File: config.mk
export PLATFORM = sky130hd
export DESIGN_NAME = seg7_bin_display_flat
export DESIGN_NICKNAME = d
export VERILOG_FILES = /design/src/rtl/seg7_bin_display_if.sv /design/src/rtl/seg7_bin_display.sv /design/src/flat_wrapper.sv
export SDC_FILE = /design/constraint.sdc
export NUM_CORES = 1
export LEC_CHECK = 0
export ABC_AREA = 1
export CAP_MARGIN = 25
export CORE_ASPECT_RATIO = 1.75
export CORE_MARGIN = 3
export CORE_UTILIZATION = 60
export CTS_CLUSTER_SIZE = 8
export DETAILED_ROUTE_END_ITERATION = 7
export DONT_BUFFER_PORTS = 1
export GPL_TIMING_DRIVEN = 1
export PLACE_DENSITY = 0.76
export SETUP_SLACK_MARGIN = 0.3
export SLEW_MARGIN = 10
export SYNTH_ARGS = -nofsm -noshare
export SYNTH_HDL_FRONTEND = slang
export SYNTH_SLANG_ARGS = --single-unit
File: constraint.sdc
create_clock -name clk -period 2.19 [get_ports clk]
set_input_delay 0.219 -clock clk [delete_from_list [all_inputs] [get_ports clk]]
set_output_delay 0.219 -clock clk [all_outputs]
set_load 0.01 [all_outputs]
File: src/rtl/seg7_bin_display_if.sv
// -----------------------------------------------------------------------------
// seg7_bin_display_if
//   Load handshake between a producer and seg7_bin_display.
//   valid_in  : load request, qualifies data_in and hex_mode
//   data_in   : WIDTH-bit unsigned binary value
//   hex_mode  : 1 = hexadecimal digits, 0 = decimal digits
//   ready     : consumer idle; a load is accepted on valid_in & ready
// -----------------------------------------------------------------------------
interface seg7_bin_display_if #(
   parameter int WIDTH = 9
);
   logic             valid_in;
   logic [WIDTH-1:0] data_in;
   logic             hex_mode;
   logic             ready;

   modport master (output valid_in, data_in, hex_mode, input ready);
   modport slave  (input valid_in, data_in, hex_mode, output ready);
endinterface

File: src/rtl/seg7_bin_display.sv
// -----------------------------------------------------------------------------
// seg7_bin_display
//   Multi-digit seven-segment driver. A WIDTH-bit binary word is accepted over
//   the bus handshake and either converted to decimal by an iterative
//   shift-add-3 engine (one bit per cycle) or split straight into hex nibbles.
//   The result is registered onto DIGITS segment fields in a single LOAD cycle.
//
//   Parameters : WIDTH (>=4), DIGITS (>=1), SEG_ACTIVE_LOW (1 inverts outputs)
//   Ports      : clk, rst     - clock, synchronous active-high reset
//                bus          - slave side of seg7_bin_display_if
//                seg_out      - digit k in [7k+6:7k], bit 6 = g .. bit 0 = a
//                overflow     - last accepted value did not fit in DIGITS
//   Build option: SEG7_LZB_EN - blank leading zero digits in decimal mode
// -----------------------------------------------------------------------------
module seg7_bin_display #(
   parameter int WIDTH          = 9,
   parameter int DIGITS         = 3,
   parameter int SEG_ACTIVE_LOW = 0
) (
   input  logic                    clk,
   input  logic                    rst,
   seg7_bin_display_if.slave       bus,
   output logic [7*DIGITS-1:0]     seg_out,
   output logic                    overflow
);

   localparam int BW = 4 * DIGITS;
   localparam int CW = $clog2(WIDTH + 1);
   localparam logic [7*DIGITS-1:0] SEG_BLANK =
      (SEG_ACTIVE_LOW != 0) ? {7*DIGITS{1'b1}} : '0;
   localparam logic [6:0] DASH = 7'b1000000;

   typedef enum logic [1:0] {IDLE, SHIFT, LOAD} state_t;

   state_t               state_q, state_d;
   logic [WIDTH-1:0]     data_q, data_d;
   logic [BW-1:0]        bcd_q, bcd_d;
   logic [CW-1:0]        cnt_q, cnt_d;
   logic                 ovf_q, ovf_d;     // sticky overflow of the current job
   logic                 hex_q, hex_d;
   logic [7*DIGITS-1:0]  seg_q, seg_d;
   logic                 ovfo_q, ovfo_d;   // overflow as shown to the outside

   logic [BW-1:0]        hex_nib;
   logic                 hex_ovf;
   logic [BW-1:0]        bcd_adj;
   logic [DIGITS-1:0]    blank_mask;
   logic [7*DIGITS-1:0]  seg_raw;

   function automatic logic [6:0] enc(input logic [3:0] n);
      case (n)
         4'h0: enc = 7'b0111111;
         4'h1: enc = 7'b0000110;
         4'h2: enc = 7'b1011011;
         4'h3: enc = 7'b1001111;
         4'h4: enc = 7'b1100110;
         4'h5: enc = 7'b1101101;
         4'h6: enc = 7'b1111101;
         4'h7: enc = 7'b0000111;
         4'h8: enc = 7'b1111111;
         4'h9: enc = 7'b1101111;
         4'hA: enc = 7'b1110111;
         4'hB: enc = 7'b1111100;
         4'hC: enc = 7'b0111001;
         4'hD: enc = 7'b1011110;
         4'hE: enc = 7'b1111001;
         default: enc = 7'b1110001;
      endcase
   endfunction

   // Hex capture: low nibbles go straight into the digit register; any set
   // bit above the displayable nibbles is an overflow.
   generate
      if (WIDTH > BW) begin : g_hex_wide
         assign hex_nib = bus.data_in[BW-1:0];
         assign hex_ovf = |bus.data_in[WIDTH-1:BW];
      end else begin : g_hex_narrow
         assign hex_nib = BW'(bus.data_in);
         assign hex_ovf = 1'b0;
      end
   endgenerate

   // Add-3 correction applied before each shift.
   always_comb begin
      bcd_adj = bcd_q;
      for (int k = 0; k < DIGITS; k++) begin
         if (bcd_q[4*k +: 4] >= 4'd5)
            bcd_adj[4*k +: 4] = bcd_q[4*k +: 4] + 4'd3;
      end
   end

`ifdef SEG7_LZB_EN
   // Blank zeros from the top digit down to the first nonzero one; digit 0
   // always shows. Hex results are never blanked.
   always_comb begin : lzb_scan
      logic lead;
      lead       = !hex_q;
      blank_mask = '0;
      for (int k = DIGITS - 1; k >= 1; k--) begin
         if (lead && (bcd_q[4*k +: 4] == 4'd0))
            blank_mask[k] = 1'b1;
         else
            lead = 1'b0;
      end
   end
`else
   assign blank_mask = '0;
`endif

   always_comb begin
      seg_raw = '0;
      for (int k = 0; k < DIGITS; k++) begin
         if (ovf_q)
            seg_raw[7*k +: 7] = DASH;
         else if (blank_mask[k])
            seg_raw[7*k +: 7] = 7'b0000000;
         else
            seg_raw[7*k +: 7] = enc(bcd_q[4*k +: 4]);
      end
   end

   always_comb begin
      state_d = state_q;
      data_d  = data_q;
      bcd_d   = bcd_q;
      cnt_d   = cnt_q;
      ovf_d   = ovf_q;
      hex_d   = hex_q;
      seg_d   = seg_q;
      ovfo_d  = ovfo_q;
      case (state_q)
         IDLE: begin
            if (bus.valid_in) begin
               hex_d = bus.hex_mode;
               if (bus.hex_mode) begin
                  bcd_d   = hex_nib;
                  ovf_d   = hex_ovf;
                  state_d = LOAD;
               end else begin
                  data_d  = bus.data_in;
                  bcd_d   = '0;
                  cnt_d   = '0;
                  ovf_d   = 1'b0;
                  state_d = SHIFT;
               end
            end
         end
         SHIFT: begin
            // {bcd, data} <<= 1 after correction; a bit leaving the BCD
            // MSB means the value needs more digits than we have.
            bcd_d  = {bcd_adj[BW-2:0], data_q[WIDTH-1]};
            data_d = {data_q[WIDTH-2:0], 1'b0};
            ovf_d  = ovf_q | bcd_adj[BW-1];
            cnt_d  = cnt_q + CW'(1);
            if (cnt_q == CW'(WIDTH - 1))
               state_d = LOAD;
         end
         LOAD: begin
            seg_d   = (SEG_ACTIVE_LOW != 0) ? ~seg_raw : seg_raw;
            ovfo_d  = ovf_q;
            state_d = IDLE;
         end
         default: state_d = IDLE;
      endcase
   end

   always_ff @(posedge clk) begin
      if (rst) begin
         state_q <= IDLE;
         data_q  <= '0;
         bcd_q   <= '0;
         cnt_q   <= '0;
         ovf_q   <= 1'b0;
         hex_q   <= 1'b0;
         seg_q   <= SEG_BLANK;
         ovfo_q  <= 1'b0;
      end else begin
         state_q <= state_d;
         data_q  <= data_d;
         bcd_q   <= bcd_d;
         cnt_q   <= cnt_d;
         ovf_q   <= ovf_d;
         hex_q   <= hex_d;
         seg_q   <= seg_d;
         ovfo_q  <= ovfo_d;
      end
   end

   // Held low while reset is asserted so nothing is accepted during reset.
   assign bus.ready = (state_q == IDLE) && !rst;
   assign seg_out   = seg_q;
   assign overflow  = ovfo_q;

endmodule

File: src/flat_wrapper.sv
// flat-port wrapper written by rule: the top's interface ports become plain ports
module seg7_bin_display_flat 
#(
   parameter int WIDTH          = 9,
   parameter int DIGITS         = 3,
   parameter int SEG_ACTIVE_LOW = 0
)
  (clk, rst, seg_out, overflow, bus_valid_in, bus_data_in, bus_hex_mode, bus_ready);
  seg7_bin_display_if #(.WIDTH(WIDTH)) bus_i ();
  input  logic clk;
  input  logic rst;
  output logic [7*DIGITS-1:0] seg_out;
  output logic overflow;
  input wire logic [$bits(bus_i.valid_in)-1:0] bus_valid_in;
  input wire logic [$bits(bus_i.data_in)-1:0] bus_data_in;
  input wire logic [$bits(bus_i.hex_mode)-1:0] bus_hex_mode;
  output wire logic [$bits(bus_i.ready)-1:0] bus_ready;
  assign bus_i.valid_in = bus_valid_in;
  assign bus_i.data_in = bus_data_in;
  assign bus_i.hex_mode = bus_hex_mode;
  assign bus_ready = bus_i.ready;
  seg7_bin_display #(.WIDTH(WIDTH), .DIGITS(DIGITS), .SEG_ACTIVE_LOW(SEG_ACTIVE_LOW)) u_core (.clk(clk), .rst(rst), .bus(bus_i), .seg_out(seg_out), .overflow(overflow));
endmodule
==> impl_metrics.toml <==
[power]
powerDensity_mw_per_mm2 = 753
p_leak_nw = 2.02
finalPower_mw = 3.34
peakVddDrop_uv = 611

[grt]
grt_pass1_vias = 3056
gr-total-overflow = 0
antenna_found_initial = 0
grt_pass1_wl_um = 13100
track_usage_pct = 23.4
grt_max_degree = 29

[synth]
synthDominantCellAreaShare_pct = 38.5
ys_warn_count = 0
ys.flop_type = "dfxtp_1"
syn_area_per_cell_um2 = 7.41
synth_cells = 499
yosysSeqAreaShare_pct = 38.5
yosysTopAreaCell = "dfxtp_1"
async_flop_share_pct = 0
synth_edf_count = 0
yosysUniqueCellTypes = 37
synth_common_cells = "nand2_1 (143), dfxtp_1 (71), nand3_1 (52)"
yosys-top-cells-area = "dfxtp_1 (38%), nand2_1 (15%), ha_1 (9.8%), nand3_1 (7.0%), inv_1 (5.2%)"
synthesis.area_mm2 = 0.00370
mappedNetlistNets = 541
synth-seq-cells = 71
yosysMostFrequentCell = "nand2_1"

[route]
drt-total-wl_um = 8480
wl_per_cell_um = 14.0
via_per_inst = 5.45
first_iter_violations = 184
drc = 0
ant_nets = 0
num_vias = 3305
dr.pass1.iters = 4

[die]
io-pin-count = 36
coreArea_mm2 = 0.00593
die_w_um = 65.3
start_util_pct = 62.4
die_area_mm2 = 0.00717
num_rows = 37
fp.dieH_um = 110

[job]
cap_violations = 0

[sta]
hold_viol = 0
slew_violations = 0
fmax_mhz = 521
finalClockSkew_ns = 0.00937
finalCritPeriodShare_pct = 87.6
hold-worst-slack_ns = 0.0169
max_slew_margin_pct = 55.3
setup_viol_count_final = 0
rsz0062_at_grt = "true"
fin_crit_ns = 1.92
worstMarginPinSlew_ns = 0.670
fin_setup_tns_ns = 0

[clock_tree]
cts-buffers-inserted = 9
htree_levels = 3
clk_pin_slew_worst_paths_ns = 0.07
cts_root_buf = "clkbuf_8"
cts.sink_count = 71
clk_path_buf_depth = 2
cts_tree = "done"
clock_latency_ns = 0.36

[worst_setup_path]
start_kind = "flop"
cp.required_ns = 2.44
cp.arrival_ns = 2.17
worstSetupEndpointType = "flop"
critPathMaxFanout = 5
worst-setup-path-type = "reg2reg"

[finish]
nets = 565
drive_gt1_share_pct = 23.5
area_delta_synth_final_pct = 20.0
post-route-util_pct = 74.9
diodes = 0

[worst_hold_path]
hold_class = "in2reg"

[place]
post-dp-hpwl_um = 5450
gp_congestion = 0.807
port_buffers = 0

[run_status]
status = "complete, no violations"
kinds of logic (layout without fill, tap and decap cells):
| logic type | after synthesis | after routing | synth area share (%) |
|---|---|---|---|
| simple gates | 247 | 247 | 30.6 |
| compound gates | 76 | 76 | 12.0 |
| buf+inv | 74 | 103 | 8.67 |
| flops | 71 | 71 | 38.5 |
| fa+ha+maj | 29 | 29 | 9.82 |
| xor+xnor | 2 | 2 | 0.474 |
power breakdown:
group | internal [mW] | leakage [nW] | switching [mW]
sequential | 1.43 | 0.587 | 0.0841
combinational | 0.273 | 1.33 | 0.447
clock | 0.618 | 0.101 | 0.491
metal layers:
layer	vias up	GRT usage [%]	wire length (µm)
met1	1514	25.5	3440
met2	92	41.3	4390
li1	1676	-	-
met4	0	9.94	227
met5	-	0	0
met3	23	6.95	410
metrics by stage:
stage | cells | cell area (µm²) | setup slack (ns)
6_report | 606 | 4440 | 0.272
5_1_grt | 606 | 4440 | 0.204
4_1_cts | 590 | 4100 | 0.292
3_5_place_dp | 566 | 3760 | 0.131
3_3_place_gp | 566 | 3760 | 0.150
2_1_floorplan | 499 | 3720 | 0.306
what timing repair did:
item | in CTS | in global routing
hold buffers | 3 | 0
hold endpoints to repair | 30 | 0
setup buffers | 5 | 15
pin swaps | 4 | 13
gates cloned | 0 | 0
endpoints found under the setup margin | 19 | 21
resized for setup | 21 | 57
path summary, 6_finish.rpt:
check                                           to  depth (start not counted)  slack (ns)             from
worst max-delay path                          flop                         12        0.27  u_core.bcd_q[8]
worst min-delay path              u_core.data_q[7]                          2        0.02   bus_data_in[7]
worst max register to register                flop                         12        0.27  u_core.bcd_q[8]
worst min register to register  u_core.seg_out[11]                          2        0.44             flop
final cells by class:
type / instances / area [µm²]
multi-input combinational: 354 / 2200
tap: 78 / 97.6
sequential: 71 / 1430
clock buffer: 12 / 165
clock inverter: 4 / 52.6
timing repair buffer: 30 / 253
fill: 463 / 1490
inverter: 57 / 236
layout by cell type (no fill, tap or decap), types with 10 or more instances in the layout:
master    Yosys  layout
nand2_1     143     128
dfxtp_1      71      65
nand3_1      52      42
inv_1        51      39
a21oi_1      30      26
buf_4         1      26
ha_1         29      22
o21ai_0      25      19
nand2_2       3      15
nor2_1       12      12
clkbuf_8      0      12
inv_2         4      11
nor3_1       10      10
critical path, cell delays in order, from the launching register on:
cell and delay, ns:
dfxtp_1 0.31, buf_4 0.16, ha_1 0.21, nand2_2 0.10, nand3_2 0.09, nand2_1 0.07
nand3_1 0.09, nand2_2 0.12, nand2_4 0.08, ha_1 0.30, nand3b_1 0.16, nand3_1 0.09
nand2_1 0.05
Power figures use the tool's default switching activity.
